## config.mk

```make
export PLATFORM = sky130hd
export DESIGN_NAME = sobel_writeback_flat
export DESIGN_NICKNAME = d
export VERILOG_FILES = /design/src/rtl/sobel_writeback_if.sv /design/src/rtl/sobel_writeback.sv /design/src/flat_wrapper.sv
export SDC_FILE = /design/constraint.sdc
export NUM_CORES = 1
export LEC_CHECK = 0
export CORE_MARGIN = 2
export CORE_UTILIZATION = 45
export DETAILED_ROUTE_END_ITERATION = 8
export GPL_TIMING_DRIVEN = 0
export HOLD_SLACK_MARGIN = 0.06
export PLACE_DENSITY = 0.69
export SLEW_MARGIN = 20
export SYNTH_ARGS = -nofsm -noshare
export SYNTH_HDL_FRONTEND = slang
export SYNTH_SLANG_ARGS = --single-unit
```

## constraint.sdc

```tcl
create_clock -name clk -period 5.3 [get_ports clk]
set_input_delay 1.325 -clock clk [delete_from_list [all_inputs] [get_ports clk]]
set_output_delay 1.325 -clock clk [all_outputs]
set_load 0.02 [all_outputs]
```

## src/rtl/sobel_writeback_if.sv

```systemverilog
// Pixel-stream, memory-write and control signals of the Sobel writeback stage.
// The master is the image source plus memory; the slave is the writeback block.
interface sobel_writeback_if #(
  parameter int PIX_BITS = 8,
  parameter int PACK     = 4
);
  logic                     start;
  logic [11:0]              width;
  logic [11:0]              length;
  logic [7:0]               initial_addr_w;
  logic                     pix_valid;
  logic [PIX_BITS-1:0]      pix_data;
  logic                     pix_ready;
  logic                     mem_wen;
  logic [15:0]              mem_addr;
  logic [PIX_BITS*PACK-1:0] mem_wdata;
  logic                     mem_ack;
  logic                     busy;
  logic                     done;

  modport master (
    output start, width, length, initial_addr_w, pix_valid, pix_data, mem_ack,
    input  pix_ready, mem_wen, mem_addr, mem_wdata, busy, done
  );

  modport slave (
    input  start, width, length, initial_addr_w, pix_valid, pix_data, mem_ack,
    output pix_ready, mem_wen, mem_addr, mem_wdata, busy, done
  );
endinterface

```

## src/rtl/sobel_writeback.sv

```systemverilog
// Packs Sobel edge-magnitude pixels into memory words and writes one image
// to consecutive word addresses starting at a latched base.
module sobel_writeback #(
  parameter int PIX_BITS = 8,
  parameter int PACK     = 4
) (
  input logic             clk,
  input logic             n_rst,
  sobel_writeback_if.slave bus
);
  localparam int WORD_BITS = PIX_BITS * PACK;
  localparam int LANE_W    = (PACK > 1) ? $clog2(PACK) : 1;

  typedef enum logic [1:0] {IDLE, ACCEPT, WRITE, DONE} state_t;

  state_t                state;
  state_t                state_next;
  logic [23:0]           total;
  logic [23:0]           pix_count;
  logic [7:0]            base;
  logic [15:0]           word_index;
  logic [WORD_BITS-1:0]  pack_buf;
  logic [LANE_W-1:0]     lane;
  logic [23:0]           area;
  logic                  xfer;
  logic                  word_full;

  assign area      = {12'd0, bus.width} * {12'd0, bus.length};
  assign xfer      = (state == ACCEPT) && bus.pix_valid;
  assign word_full = (lane == LANE_W'(PACK - 1)) || ((pix_count + 24'd1) == total);

  always_ff @(posedge clk or posedge n_rst) begin
    if (n_rst) begin
      state <= IDLE;
    end else begin
      state <= state_next;
    end
  end

  always_comb begin
    state_next = state;
    unique case (state)
      IDLE: begin
        if (bus.start) begin
          state_next = (area == 24'd0) ? DONE : ACCEPT;
        end
      end
      ACCEPT: begin
        if (xfer && word_full) begin
          state_next = WRITE;
        end
      end
      WRITE: begin
        if (bus.mem_ack) begin
          state_next = (pix_count == total) ? DONE : ACCEPT;
        end
      end
      DONE: begin
        state_next = IDLE;
      end
      default: begin
        state_next = IDLE;
      end
    endcase
  end

  // The pack buffer is cleared after every acknowledged write so that the
  // unused lanes of a trailing partial word read back as zero.
  always_ff @(posedge clk or posedge n_rst) begin
    if (n_rst) begin
      total      <= '0;
      pix_count  <= '0;
      base       <= '0;
      word_index <= '0;
      pack_buf   <= '0;
      lane       <= '0;
    end else begin
      case (state)
        IDLE: begin
          if (bus.start) begin
            total      <= area;
            base       <= bus.initial_addr_w;
            pix_count  <= '0;
            word_index <= '0;
            pack_buf   <= '0;
            lane       <= '0;
          end
        end
        ACCEPT: begin
          if (xfer) begin
            pack_buf[lane*PIX_BITS +: PIX_BITS] <= bus.pix_data;
            pix_count                           <= pix_count + 24'd1;
            lane                                <= lane + 1'b1;
          end
        end
        WRITE: begin
          if (bus.mem_ack) begin
            word_index <= word_index + 16'd1;
            pack_buf   <= '0;
            lane       <= '0;
          end
        end
        default: begin
        end
      endcase
    end
  end

  assign bus.pix_ready = (state == ACCEPT);
  assign bus.mem_wen   = (state == WRITE);
  assign bus.mem_addr  = (state == WRITE) ? ({8'd0, base} + word_index) : 16'd0;
  assign bus.mem_wdata = (state == WRITE) ? pack_buf : '0;
  assign bus.busy      = (state != IDLE);
  assign bus.done      = (state == DONE);
endmodule

```

## src/flat_wrapper.sv

```systemverilog
// flat-port wrapper written by rule: the top's interface ports become plain ports
module sobel_writeback_flat 
#(
  parameter int PIX_BITS = 8,
  parameter int PACK     = 4
)
  (clk, n_rst, bus_start, bus_width, bus_length, bus_initial_addr_w, bus_pix_valid, bus_pix_data, bus_mem_ack, bus_pix_ready, bus_mem_wen, bus_mem_addr, bus_mem_wdata, bus_busy, bus_done);
  sobel_writeback_if #(.PIX_BITS(PIX_BITS), .PACK(PACK)) bus_i ();
  input logic clk;
  input logic n_rst;
  input wire logic [$bits(bus_i.start)-1:0] bus_start;
  input wire logic [$bits(bus_i.width)-1:0] bus_width;
  input wire logic [$bits(bus_i.length)-1:0] bus_length;
  input wire logic [$bits(bus_i.initial_addr_w)-1:0] bus_initial_addr_w;
  input wire logic [$bits(bus_i.pix_valid)-1:0] bus_pix_valid;
  input wire logic [$bits(bus_i.pix_data)-1:0] bus_pix_data;
  input wire logic [$bits(bus_i.mem_ack)-1:0] bus_mem_ack;
  output wire logic [$bits(bus_i.pix_ready)-1:0] bus_pix_ready;
  output wire logic [$bits(bus_i.mem_wen)-1:0] bus_mem_wen;
  output wire logic [$bits(bus_i.mem_addr)-1:0] bus_mem_addr;
  output wire logic [$bits(bus_i.mem_wdata)-1:0] bus_mem_wdata;
  output wire logic [$bits(bus_i.busy)-1:0] bus_busy;
  output wire logic [$bits(bus_i.done)-1:0] bus_done;
  assign bus_i.start = bus_start;
  assign bus_i.width = bus_width;
  assign bus_i.length = bus_length;
  assign bus_i.initial_addr_w = bus_initial_addr_w;
  assign bus_i.pix_valid = bus_pix_valid;
  assign bus_i.pix_data = bus_pix_data;
  assign bus_i.mem_ack = bus_mem_ack;
  assign bus_pix_ready = bus_i.pix_ready;
  assign bus_mem_wen = bus_i.mem_wen;
  assign bus_mem_addr = bus_i.mem_addr;
  assign bus_mem_wdata = bus_i.mem_wdata;
  assign bus_busy = bus_i.busy;
  assign bus_done = bus_i.done;
  sobel_writeback #(.PIX_BITS(PIX_BITS), .PACK(PACK)) u_core (.clk(clk), .n_rst(n_rst), .bus(bus_i));
endmodule
```

Word level (Yosys, flattened, before mapping)
Cells that the tools add are included.
{ "totals": {"ff_bits": 108, "inputBits": 45, "out_inout_bits": 52, "wordCells": 62} }
{ "classes": {"n_addsub": 5, "n_mul": 1, "n_eq_ne": 10, "shift": 2, "mux": 23, "reduce_logical": 14} }
{ "ops": {"columns": ["cell", "n"], "rows": [
  ["$mux 32", 4],
  ["$pmux 32 s3", 1],
  ["$eq 24x24->1", 2],
  ["$mux 16", 3],
  ["$mux 24", 2],
  ["$pmux 24 s2", 1],
  ["$neg 5->34", 1],
  ["$shift 8x34->32 const A", 1],
  ["$shiftx 8x34->32", 1],
  ["$bwmux 32", 1],
  ["$pmux 16 s2", 1],
  ["$add 24x1->24 const B", 1],
  ["$logic_not 24->1", 1],
  ["$mul 12x12->24", 1],
  ["$add 16x1->16 const B", 1],
  ["$add 8x16->16", 1],
  ["$mux 2", 8],
  ["$reduce_and 3->1", 3],
  ["$pmux 2 s4", 1],
  ["$eq 2x2->1 const B", 3],
  ["$pmux 2 s3", 1],
  ["$reduce_bool 2->1", 3],
  ["$ne 2x1->1 const B", 2],
  ["$ne 2x2->1 const B", 2],
  ["8 further kinds", 9]
]} }

Logic depth before layout (Yosys ltp)
{ "depth": {"word_depth": 6, "mapped_depth": 22, "depth_no_buf": 21} }

Least setup slack after synthesis
Ideal clock, no wire load.
{ "synth_timing": {"path_type": "input -> register", "from": "input bus_length[5]", "to": "register u_core.state[1]", "setup_ns": 0.090, "t_arrival_ns": 6.467, "required_ns": 5.210, "setup_slack_ns": -1.257, "path_stages": 19, "path_buffers": 1, "path_cell_list": "clkbuf_1 > nand2_1 > fa_1 > fa_1 > fa_1 > inv_1 > fa_1 > inv_1 > fa_1 > inv_1 > ha_1 > or3_1 > o21a_1 > o41ai_1 > xnor2_1 > o311a_1 > nand4_1 > or4_1 > o221ai_1"} }
{ "synth_via": {"elab_chain_len": 5} }
{ "synth_rtl": {"columns": ["item", "line_no", "text"], "rows": [
  ["start, declared", "flat_wrapper.sv:13", "input wire logic [$bits(bus_i.length)-1:0] bus_length;"],
  ["$mul 12x12->24", "sobel_writeback.sv:28", "assign area = {12'd0, bus.width} * {12'd0, bus.length};"],
  ["$logic_not 24->1", "sobel_writeback.sv:45", "state_next = (area == 24'd0) ? DONE : ACCEPT;"],
  ["$mux 2", "sobel_writeback.sv:45", null],
  ["$mux 2", "sobel_writeback.sv:44", "if (bus.start) begin"],
  ["$pmux 2 s4", "sobel_writeback.sv:42", "unique case (state)"],
  ["end signal, assigned", "sobel_writeback.sv:36", "state <= state_next;"],
  ["end, declared", "sobel_writeback.sv:16", "state_t state;"]
]} }
No other way between the ends. The select of a mux whose other input is x is not followed.
A chain may end at the register's enable or synchronous reset.

Worst setup path in the final report
{ "layout_timing": {"from": "input bus_width[5]", "to": "register u_core.state[1]"} }
{ "layout_via": {"elab_chain_len": 5} }
{ "layout_rtl": {"columns": ["item", "line_no", "text"], "rows": [
  ["start, declared", "flat_wrapper.sv:12", "input wire logic [$bits(bus_i.width)-1:0] bus_width;"],
  ["$mul 12x12->24", "sobel_writeback.sv:28", null],
  ["$logic_not 24->1", "sobel_writeback.sv:45", null],
  ["$mux 2", "sobel_writeback.sv:45", null],
  ["$mux 2", "sobel_writeback.sv:44", null],
  ["$pmux 2 s4", "sobel_writeback.sv:42", null]
]} }
No other way between the ends. The select of a mux whose other input is x is not followed.

==> results.toml <==
[synth]
yosys_warnings = 0
synth_top_area_frac = 0.2466
async_reset_ff_frac = 1.000
synth_edf_count = 0
synth_most_common_cell = "nand2_1"
synth_nets = 1515
synth_area_leader_cell = "dfrtp_1"
synthFlopType = "dfrtp_1"
ys_types = 64
synth-seq-area-share = 0.2466
netlist_instances = 1292
ys_ff_latch = 108
avgSynthCellArea_sq_um = 8.483
netlist_area_sq_mm = 0.01096
synth_common_cells = "nand2_1 (254), inv_1 (141), dfrtp_1 (108)"
yosys-top-cells-area = "dfrtp_1 (25%), fa_1 (18%), ha_1 (8.8%)"

[global_route]
grt_usage = 0.2257
antenna_found_initial = 0
grt_max_degree = 62
grt_overflow = 0
grt_pass1_wl_microns = 47600
grt_pass1_vias = 9608

[place]
dpl.cell_count = 1713
dp_hpwl_microns = 21170
gp_congestion = 0.9241
io_buffers = 96

[sta]
fin_crit_ns = 6.328
slew_viol_final = 0
setup_viol = 11
setup-tns-final_ns = -4.469
rsz0062_at_grt = "true"
timing.final.ws_setup_ns = -1.028
timing.hold.ws_ns = 0.4796
hold_viol = 0
post-route-period-util = 1.194
fin_skew_ns = 0.01304
slew_headroom = 0.4978
worst_pin_slew_ns = 0.7505
max_freq_mhz = 158.0

[layout]
drive_above_1_share = 0.1802
final_cells = 1811
nFillCells = 2117
area_delta_synth_final_pct = 29.52
fin_util = 0.5889
num_antenna_cells = 0
multi_input_area_sq_mm = 0.008075
finalNetCount = 1705
seqCellArea_sq_mm = 0.002703

[detailed_routing]
vias = 9501
routed_wirelength_microns = 28660
wl_per_cell_microns = 15.82
drcViolationCount = 0
ant_nets = 0
first_iter_violations = 612
viasPerCell = 5.246
dr.pass1.iters = 5

[cts]
insertion_delay_ns = 0.36
clock-sinks = 108
cts_buffers = 9
ctsHoldBuffers = 0
clk_pin_slew_ns = 0.08
htreeDepth = 3
cts.path.max_buffers = 2
cts_tree = "done"
cts_root_buf = "clkbuf_16"

[floorplanning]
die_w_microns = 160.1
core_area_sq_mm = 0.02411
die_area_sq_mm = 0.02562
die_y_microns = 160.1
boundaryPins = 97
row_count = 57
initial_core_util = 0.4547

[status]
violations = "setup timing"
status = "complete, but fails checks"

[critical_path]
required_ns = 5.58
crit_path_end_kind = "register"
path_max_fanout = 7
worstSetupPathType = "in2reg"
critPathLaunchType = "input port"
critPathArrivalTime_ns = 6.60

[worst_hold_path]
hold_path_class = "reg2reg"

[run]
cap_violations = 0

[pwr]
powerDensity_mw_per_mm2 = 528.9
ir_worst_vdd_mv = 0.4737
leakagePower_nw = 6.685
state kept, by name, summed over array words and instances, names as in the netlist:
| signal | count |
|---|---|
| u_core.total | 24 |
| u_core.base | 8 |
| u_core.state | 2 |
| u_core.pix_count | 24 |
| u_core.pack_buf | 32 |
| u_core.word_index | 16 |
| u_core.lane | 2 |
cell usage in the layout, fill, tap and decap left out, drive strengths merged, types with 37 or more instances in the layout:
cell type	instances
buf	115
clkdlybuf4s50	72
ha	77
nor2	52
o21ai	91
nand2	254
clkbuf	55
xnor2	37
inv	145
dfrtp	108
fa	101
xor2	46
and2	100
timing repair:
item	4_1_cts	5_1_grt
setup buffers	73	8
pin swaps	83	47
setup endpoints to repair	17	13
cloned	3	0
endpoints found under the hold margin	0	0
gates resized for setup	207	36
per-stage QoR:
stage	total power [W]	setup slack (ns)	instance area (sq um)
finish	0.007508	-1.028	14200
global route	0.008151	-1.133	14200
CTS	0.007163	-0.8979	14020
detailed placement	0.005422	-2.108	12710
global placement	0.005334	-2.063	12670
floorplan	0.004431	-0.8769	11300
routing by layer:
metal,vias up,track usage,part of all wire
met5,-,0,0
met4,0,0.04668,0.018
li1,4588,-,-
met1,4628,0.3101,0.45
met3,43,0.03351,0.050
met2,242,0.3815,0.48
path summary, 6_finish.rpt:
| path | depth (start not counted) | slack (ns) | startpoint | endpoint |
|---|---|---|---|---|
| setup reg to reg | 10 | 1.91 | u_core.pix_count[0] | u_core.state[1] |
| setup / recovery | 21 | -1.03 | bus_width[5] | u_core.state[1] |
| hold reg to reg | 2 | 0.48 | u_core.pack_buf[17] | u_core.pack_buf[17] |
| max in group asynchronous | 3 | 3.26 | n_rst | u_core.pix_count[20] |
| hold / removal | 2 | 0.48 | u_core.pack_buf[17] | u_core.pack_buf[17] |
| min in group asynchronous | 2 | 1.36 | n_rst | u_core.word_index[15] |
layout make-up:
type	count	area share
Sequential cell	108	0.1904
Inverter	141	0.03763
Multi-Input combinational cell	983	0.5688
Buffer	59	0.03605
Tap cell	324	0.02856
Timing Repair Buffer	180	0.1174
Clock inverter	7	0.005288
Clock buffer	9	0.01586
worst max-delay path, cell delays in order:
cell and delay, ns:
buf_8 0.10, buf_8 0.13, buf_4 0.14, nand2_2 0.06
fa_1 0.45, fa_2 0.38, inv_2 0.07, fa_1 0.43
fa_1 0.53, inv_1 0.06, fa_1 0.50, inv_2 0.05
ha_4 0.15, or3_4 0.38, o21a_4 0.24, o211a_1 0.26
or2_1 0.23, a311oi_2 0.32, nand4b_1 0.17, or4_4 0.55
o221ai_2 0.08
kinds of logic after synthesis:
logic type               after synthesis  share of synthesized area
AND/OR/NAND/NOR                      537                     0.2409
adder cells (fa/ha/maj)              178                     0.2724
XOR/XNOR                              83                    0.06632
buffers and inverters                201                    0.06952
flip-flops                           108                     0.2466
multiplexers                           5                   0.004680
AO/OA/AOI/OAI                        180                    0.09966
power by group:
group          internal, W  total, W  switching, W
sequential        0.000997   0.00116      0.000159
combinational      0.00263   0.00568       0.00305
clock             0.000336  0.000675      0.000340
Note: power is estimated with default switching activity, not from simulation.
